`src/rtl/sum_accumulator.sv`:
```
// sum_accumulator: accumulates groups of COUNT unsigned operands (or a shorter flushed group) into one registered result
// Ports:
//   IN_clk, IN_rstn          clock, asynchronous active-low reset
//   IN_valid/IN_ready        operand handshake, IN_data is the WIDTH-bit operand
//   IN_flush                 closes a partial group (only while accumulating)
//   OUT_valid/OUT_ready      result handshake
//   OUT_sum, OUT_cnt         group total (ACC_W bits) and operand count of the group
//   OUT_ovf                  only with SUM_ACCUMULATOR_NARROW_EN: total exceeded 2^WIDTH-1, OUT_sum clamped
module sum_accumulator #(
  parameter int WIDTH = 2,
  parameter int COUNT = 4,
  localparam int ACC_W = WIDTH + $clog2(COUNT),
  localparam int CNT_W = $clog2(COUNT + 1)
) (
  input  logic             IN_clk,
  input  logic             IN_rstn,
  input  logic             IN_valid,
  input  logic [WIDTH-1:0] IN_data,
  input  logic             IN_flush,
  output logic             IN_ready,
  output logic             OUT_valid,
  input  logic             OUT_ready,
  output logic [ACC_W-1:0] OUT_sum,
  output logic [CNT_W-1:0] OUT_cnt
`ifdef SUM_ACCUMULATOR_NARROW_EN
  ,
  output logic             OUT_ovf
`endif
);
  typedef enum logic {ACCUM, HOLD} state_t;
  state_t state_q, state_d;
  logic [ACC_W-1:0] acc_q, acc_d, sum_q, sum_d, data_ext, acc_nxt, total;
  logic [CNT_W-1:0] cnt_q, cnt_d, ocnt_q, ocnt_d, cnt_nxt, tcnt;
  logic accept, emit, close;
`ifdef SUM_ACCUMULATOR_NARROW_EN
  logic ovf_q, ovf_d, ovf;
`endif
  always_comb begin
    data_ext = ACC_W'(IN_data);
    IN_ready = state_q == ACCUM || OUT_ready;
    OUT_valid = state_q == HOLD;
    accept = IN_valid && IN_ready;
    emit = OUT_valid && OUT_ready;
    acc_nxt = acc_q + data_ext;
    cnt_nxt = cnt_q + 1'b1;
    // totals including an operand accepted in this same cycle
    total = accept ? acc_nxt : acc_q;
    tcnt = accept ? cnt_nxt : cnt_q;
    // a flush on an empty group with nothing arriving is ignored
    close = state_q == ACCUM && ((accept && cnt_nxt == CNT_W'(COUNT)) || (IN_flush && (cnt_q != '0 || accept)));
    state_d = state_q;
    acc_d = acc_q;
    cnt_d = cnt_q;
    if (state_q == ACCUM) begin
      acc_d = close ? '0 : total;
      cnt_d = close ? '0 : tcnt;
      state_d = close ? HOLD : ACCUM;
    end else if (emit) begin
      // pass-through accept in the emit cycle starts the next group
      acc_d = accept ? data_ext : '0;
      cnt_d = accept ? CNT_W'(1) : '0;
      state_d = ACCUM;
    end
    ocnt_d = close ? tcnt : ocnt_q;
`ifdef SUM_ACCUMULATOR_NARROW_EN
    ovf = |total[ACC_W-1:WIDTH];
    sum_d = close ? (ovf ? ACC_W'({WIDTH{1'b1}}) : total) : sum_q;
    ovf_d = close ? ovf : ovf_q;
`else
    sum_d = close ? total : sum_q;
`endif
  end
  always_ff @(posedge IN_clk or negedge IN_rstn) begin
    if (!IN_rstn) begin
      state_q <= ACCUM;
      acc_q <= '0;
      cnt_q <= '0;
      sum_q <= '0;
      ocnt_q <= '0;
`ifdef SUM_ACCUMULATOR_NARROW_EN
      ovf_q <= 1'b0;
`endif
    end else begin
      state_q <= state_d;
      acc_q <= acc_d;
      cnt_q <= cnt_d;
      sum_q <= sum_d;
      ocnt_q <= ocnt_d;
`ifdef SUM_ACCUMULATOR_NARROW_EN
      ovf_q <= ovf_d;
`endif
    end
  end
  assign OUT_sum = sum_q;
  assign OUT_cnt = ocnt_q;
`ifdef SUM_ACCUMULATOR_NARROW_EN
  assign OUT_ovf = ovf_q;
`endif
endmodule

```
`config.mk`:
```
export PLATFORM = sky130hd
export DESIGN_NAME = sum_accumulator
export DESIGN_NICKNAME = d
export VERILOG_FILES = /design/src/rtl/sum_accumulator.sv
export SDC_FILE = /design/constraint.sdc
export NUM_CORES = 1
export LEC_CHECK = 0
export ABC_AREA = 1
export CELL_PAD_IN_SITES_DETAIL_PLACEMENT = 2
export CELL_PAD_IN_SITES_GLOBAL_PLACEMENT = 2
export CORE_UTILIZATION = 25
export CTS_BUF_LIST = sky130_fd_sc_hd__clkbuf_8
export CTS_CLUSTER_DIAMETER = 80
export DETAILED_ROUTE_END_ITERATION = 10
export GPL_TIMING_DRIVEN = 1
export PLACE_DENSITY_LB_ADDON = 0.05
export SETUP_SLACK_MARGIN = 0.1
export SYNTH_ARGS = -nofsm -noshare
export SYNTH_HDL_FRONTEND = slang
export SYNTH_SLANG_ARGS = --single-unit
```
`constraint.sdc`:
```
create_clock -name IN_clk -period 1.5 [get_ports IN_clk]
set_input_delay 0.15 -clock IN_clk [delete_from_list [all_inputs] [get_ports IN_clk]]
set_output_delay 0.15 -clock IN_clk [all_outputs]
set_load 0.02 [all_outputs]
```
==> key figures, run 1 <==
Logic synthesis
  – Area of the mapped netlist: roughly 940 sq um
  – Largest family of logic cells by synthesized area: simple AND/OR/NAND/NOR gates
  – Compound-Gate Fraction of Synth Area: under 10%
  – Area share of the largest cell type after synthesis: 40.0%
  – Post-Synth Simple-Gate Area: around 41%
  – Sequential fraction of the synthesis area: about 40%
  – Area contributors post-synth: dfrtp_1, nand2_1, ha_1
  – Synthesized area per cell: roughly 8.1 sq um
  – YS warnings: 0
  – Cells after synthesis: about 120
  – Adder-cell share of the synthesized area: between 8 and 9%
  – Multiplexer area fraction after synthesis: 0%
  – FF+latch count, synth: 15
  – Yosys top cell by area: dfrtp_1
  – Post-synth cell types: 16
  – Xor/xnor cell area share of the yosys netlist: 1.87%
  – Post-synthesis net count: about 130

Routing
  – DR WL/cell: 15.5 um
  – DRC: 0
  – DR vias/cell: 4.48
  – ANT nets after route: 0
  – Vias: 913
  – DRT Pass-1 Iters: 3
  – Iteration-0 DRC Markers: 15
  – WL final: 3150 um

Run
  – Max cap viols: 0

Placement
  – Port bufs: 15
  – Dpl ws: -0.395 ns
  – Detailed placement HPWL: between 2000 and 2500 um
  – Gpl congestion: ~0.75

Worst setup path
  – Worst Path Required: around 1.6 ns
  – Worst reg-to-reg setup slack: -0.02 ns
  – Crit path DAT: approximately 1.7 ns
  – Origin of the worst setup path: acc_q[0]$_DFFE_PN0P_
  – FF-to-FF End: acc_q[1]$_DFFE_PN0P_
  – Crit Path Class: register to register
  – Setup crit end kind: register
  – Worst-path fanout max: 2
  – Reg2Reg Depth: 8
  – Crit start category: register
  – Worst r2r src: acc_q[0]$_DFFE_PN0P_

GRT
  – Vias in the first global route: around 1100
  – Largest net degree at the start of global routing: 16
  – Total track usage: approximately 17%
  – GRT overflow: 0
  – First-pass GRT wire length: just over 5000 um
  – Initial antenna violation count: 0

Timing
  – Worst setup margin: -0.0226 ns
  – Measured slew at the worst slew-check pin: 0.328 ns
  – Fmax: about 660 MHz
  – Slew HR: a little under 80%
  – Setup violators final: 1
  – TNS Setup: -0.0226 ns
  – Final Max Slew Viols: 0
  – Tmin final: between 1.5 and 2 ns
  – RSZ-0062 raised after global routing: true
  – Fin. Hold Viols: 0
  – Final Cycle Share: 102%
  – Skew final: approximately 0.0019 ns

Clock tree
  – Clk_lat worst skew: 0.25 ns
  – Clk pin slew, worst setup/hold paths: roughly 0.07 ns
  – CTS tree: built
  – Number of buffers created by CTS: 3
  – CTS root buf: clkbuf_8
  – H-tree Lvls: 1
  – Clock buffer depth: 2
  – CTS sink count: 15

Die
  – Num rows: 21
  – Ports: 16
  – Die area: between 0.004 and 0.005 sq mm
  – Die W: about 63 um
  – CORE AREA: approximately 0.0035 sq mm
  – Starting density of the core: 27.1%
  – Die height: roughly 63 um

Worst hold path
  – Hold Path Class: input pin to async pin

Final layout
  – FILL cells: 400
  – Commonest non-fill, non-tap cell in the layout: nand2_1
  – Diode count: 0
  – Commonest non-fill, non-tap cells in the layout: nand2_1, buf_4, dfrtp_1
  – Core Util, Final: a little over two fifths
  – Fraction of layout cells with a size suffix above 1: 36.7%
  – Area grow syn2layout: 58.3%
  – NumNets Final: roughly 170

Outcome
  – Failing checks: negative setup slack
  – Status: finished, violations left

Pwr
  – Peak VDD IR: ~0.00048 V
  – Leakage power: around 0.00080 uW
  – Pwr/cell area: ~1800 mW/mm^2
-- stage by stage --
| stage | hold WS, ns | area (sq um) | cells | total power (uW) |
|---|---|---|---|---|
| final | 0.231 | 1490 | 204 | 2690 |
| after CTS | 0.229 | 1390 | 200 | 2540 |
| after global placement | 0.457 | 1240 | 189 | 1930 |
| after floorplan | -0.146 | 938 | 116 | 1410 |
| after global routing | 0.237 | 1490 | 204 | 2890 |
| after detailed placement | 0.459 | 1240 | 189 | 1980 |
-- critical path, cell delays in order, from the launching register on --
cell and delay, ns:
dfrtp_1 0.35, ha_2 0.19, inv_2 0.05, fa_1 0.48
inv_1 0.05, nand3_2 0.07, nand2_2 0.06, nand4_1 0.08
nand3_1 0.07
-- flip-flops by register name, summed over array words and instances, names as in the netlist --
name	flops
OUT_sum	4
acc_q	4
OUT_cnt	3
cnt_q	3
OUT_valid	1
-- kinds of logic (layout without fill, tap and decap cells) --
group | Yosys count | count (layout)
AO/OA/AOI/OAI | 3 | 3
XOR/XNOR | 2 | 2
adder cells (fa/ha/maj) | 6 | 6
buffers and inverters | 16 | 57
flip-flops | 15 | 15
AND/OR/NAND/NOR | 74 | 75
-- per-layer routing --
metal,routed length [um],share of wire (%),vias up,track usage (%)
li1,-,-,447,-
met1,1210,38,449,18.9
met2,1820,58,11,32.9
met3,57,1.8,6,1.81
met4,64,2.0,0,7.39
met5,0,0,-,0
-- where the power goes --
part / internal [uW] / switching [uW] / leakage, uW
registers: 557 / 144 / 0.000196
clock network: 184 / 161 / 0.0000255
logic: 736 / 903 / 0.000578
-- area by class of cell --
cell class                      count  area, sq um  share of cell area [%]
Clock buffer                        3         41.3                    2.78
Clock inverter                      1         5.00                   0.337
Inverter                           16         66.3                    4.47
Multi-Input combinational cell     86          596                    40.1
Sequential cell                    15          378                    25.4
Tap cell                           46         57.6                    3.88
Timing Repair Buffer               37          342                    23.0
-- how the worst max path moves through the flow --
stage | slack (ns) | to | cells after the start
after CTS | -0.07 | acc_q[1]$_DFFE_PN0P_ | 8
after detailed placement | -0.40 | acc_q[1]$_DFFE_PN0P_ | 9
after floorplan | 0.06 | acc_q[1]$_DFFE_PN0P_ | 8
after global placement | -0.33 | acc_q[1]$_DFFE_PN0P_ | 9
after global routing | -0.09 | acc_q[1]$_DFFE_PN0P_ | 8
final | -0.02 | acc_q[1]$_DFFE_PN0P_ | 8
-- cells in the mapped netlist --
library cell / number
clkinv_1: 1
dfrtp_1: 15
fa_1: 1
ha_1: 5
inv_1: 14
inv_4: 1
nand2_1: 48
nand2_4: 4
nand2_8: 2
nand3_1: 11
nand3_4: 1
nand4_1: 4
nor2_1: 3
nor2_4: 1
o21ai_0: 3
xor2_1: 2
-- timing repair --
item,in CTS,in global routing
cloned,1,0
buffers inserted,6,4
endpoints found under the setup margin,17,19
pin swaps,11,5
hold endpoints to repair,0,0
hold buffers,0,0
gates resized for setup,16,21
Power figures use the tool's default switching activity.
==> run 2, diff against run 1 <==
--- a/config.mk
+++ b/config.mk
@@ -13,7 +13,7 @@
 export CTS_CLUSTER_DIAMETER = 80
 export DETAILED_ROUTE_END_ITERATION = 10
 export GPL_TIMING_DRIVEN = 1
-export PLACE_DENSITY_LB_ADDON = 0.05
+export PLACE_DENSITY = 0.77
 export SETUP_SLACK_MARGIN = 0.1
 export SYNTH_ARGS = -nofsm -noshare
 export SYNTH_HDL_FRONTEND = slang
==> constraint.sdc (replaced) <==
create_clock -name IN_clk -period 1.6 [get_ports IN_clk]
set_input_delay 0.16 -clock IN_clk [delete_from_list [all_inputs] [get_ports IN_clk]]
set_output_delay 0.16 -clock IN_clk [all_outputs]
set_load 0.02 [all_outputs]
==> key figures, run 2 (synthesized netlist as in run 1, its figures left out) <==
Final layout
  – Commonest non-fill, non-tap cell in the layout: nand2_1
  – Commonest non-fill, non-tap cells in the layout: nand2_1, dfrtp_1, clkdlybuf4s50_1
  – Diode count: 0
  – Cell area after layout: 0.00139 sq mm
  – NumNets Final: ~160
  – Fraction of layout cells with a size suffix above 1: between 30 and 40%
  – FILL cells: about 400
  – Sequential Area: approximately 380 sq um
  – Area grow syn2layout: 48.0%
  – Area of the multi-input gates: 584 sq um

Die
  – CORE AREA: between 0.003 and 0.004 sq mm
  – Die W: roughly 63 um
  – Num rows: 21
  – Die area: about 0.0040 sq mm
  – Starting density of the core: 27.1%
  – Die height: 63.3 um
  – Ports: 16

Timing
  – Skew final: between 0.002 and 0.003 ns
  – Slew HR: ~78%
  – Fin. Hold Viols: 0
  – Tmin final: ~1.5 ns
  – RSZ-0062 raised after global routing: true
  – Measured slew at the worst slew-check pin: around 0.33 ns
  – Final Cycle Share: between 90 and 100%
  – Final Max Slew Viols: 0
  – Worst setup margin: around 0.089 ns
  – Setup violators final: 0
  – Fmax: about 660 MHz

Run
  – Max cap viols: 0

Pwr
  – Leakage power: 0.000699 uW
  – Pwr/cell area: 1670 mW/mm^2
  – Peak VDD IR: ~0.00067 V

Routing
  – WL final: approximately 3000 um
  – DR vias/cell: 4.59
  – ANT nets after route: 0
  – DRC: 0
  – DR WL/cell: between 15 and 20 um
  – DRT Pass-1 Iters: 4
  – Vias: just under 900
  – Iteration-0 DRC Markers: 27

GRT
  – Vias in the first global route: 1000
  – Largest net degree at the start of global routing: 16
  – GRT overflow: 0
  – Initial antenna violation count: 0
  – Total track usage: between 10% and 20%
  – First-pass GRT wire length: just under 5000 um

Outcome
  – Status: completed

Worst setup path
  – Crit Path Class: register to register
  – Crit start category: register
  – Setup crit end kind: register
  – Worst r2r src: acc_q[0]$_DFFE_PN0P_
  – Worst-path fanout max: 2
  – Worst Path Required: about 1.8 ns
  – FF-to-FF End: OUT_sum[2]$_DFFE_PN0P_
  – Crit path DAT: 1.70 ns
  – Reg2Reg Depth: 7
  – Worst reg-to-reg setup slack: ~0.09 ns

Clock tree
  – Clk_lat worst skew: around 0.25 ns
  – Number of buffers created by CTS: 3
  – Clk pin slew, worst setup/hold paths: 0.06 ns
  – CTS tree: built
  – CTS sink count: 15
  – Clock buffer depth: 2
  – H-tree Lvls: 1
  – CTS root buf: clkbuf_8

Placement
  – Port bufs: 15
  – Detailed placement HPWL: between 2000 and 2500 um
  – Gpl congestion: approximately 0.78
  – DP Area: ~0.0012 sq mm
  – Dpl ws: -0.334 ns

Worst hold path
  – Hold Path Class: input pin to async pin
run 2: cell count changes in the layout (fill, tap and decap cells not counted), sizes merged:
cell           change
inv                +1
buf               -10
clkdlybuf4s50      +4
clkinvlp           -1
dlymetal6s2s       -4
run 2: where the power goes:
part	switching [uW]	internal, uW	leakage (uW)
clock	141	170	0.0000269
sequential	160	523	0.000196
combinational	776	552	0.000476
total	1080	1250	0.000699
run 2: worst max path at each step:
stage                         startpoint                endpoint  slack [ns]  depth (start not counted)
finish              acc_q[0]$_DFFE_PN0P_  OUT_sum[2]$_DFFE_PN0P_        0.09                          7
global route        acc_q[0]$_DFFE_PN0P_    acc_q[1]$_DFFE_PN0P_       -0.02                          8
CTS                 acc_q[0]$_DFFE_PN0P_  OUT_sum[2]$_DFFE_PN0P_        0.02                          7
detailed placement            IN_data[0]  OUT_sum[2]$_DFFE_PN0P_       -0.33                          8
global placement              IN_data[0]  OUT_sum[2]$_DFFE_PN0P_       -0.31                          8
floorplan           acc_q[0]$_DFFE_PN0P_  OUT_sum[2]$_DFFE_PN0P_        0.15                          7
run 2: what timing repair did:
action,CTS,global route
pin swaps,7,10
cloned,0,1
hold buffers,0,0
setup buffers,1,6
gates resized for setup,10,19
endpoints found under the setup margin,16,14
run 2: worst max-delay path: stages, from the launching register on:
cell	delay [ns]
dfrtp_1	0.37
ha_2	0.20
inv_2	0.04
fa_1	0.38
xor2_1	0.16
o21ai_2	0.14
nand3_1	0.09
nand2_1	0.07
run 2: metrics by stage:
step | setup TNS [ns] | hold slack [ns] | instances | util, % | total power (uW)
2_1_floorplan | 0 | -0.136 | 116 | - | 1320
3_3_place_gp | -0.954 | 0.457 | 182 | 34.1 | 1690
3_5_place_dp | -1.20 | 0.476 | 182 | 34.1 | 1750
4_1_cts | 0 | 0.235 | 187 | 35.9 | 2110
5_1_grt | -0.0570 | 0.247 | 194 | 40.0 | 2510
6_report | 0 | 0.229 | 194 | 40.0 | 2320
run 2: area by class of cell:
cell class	count	share of cell area (%)
clock buffers	3	2.97
clock inverters	1	0.270
inverters	16	4.50
multi-input cells	86	42.1
flip-flops and latches	15	27.2
well taps	46	4.14
repair buffers	27	18.8
run 2: metal layers:
| layer | vias up | share of wire (%) | routed length (um) | track usage [%] |
|---|---|---|---|---|
| met5 | - | 0 | 0 | 0 |
| met4 | 0 | 1.5 | 44 | 5.97 |
| met3 | 5 | 2.0 | 59 | 2.90 |
| met2 | 13 | 56 | 1700 | 30.6 |
| met1 | 445 | 40 | 1200 | 17.8 |
| li1 | 427 | - | - | - |
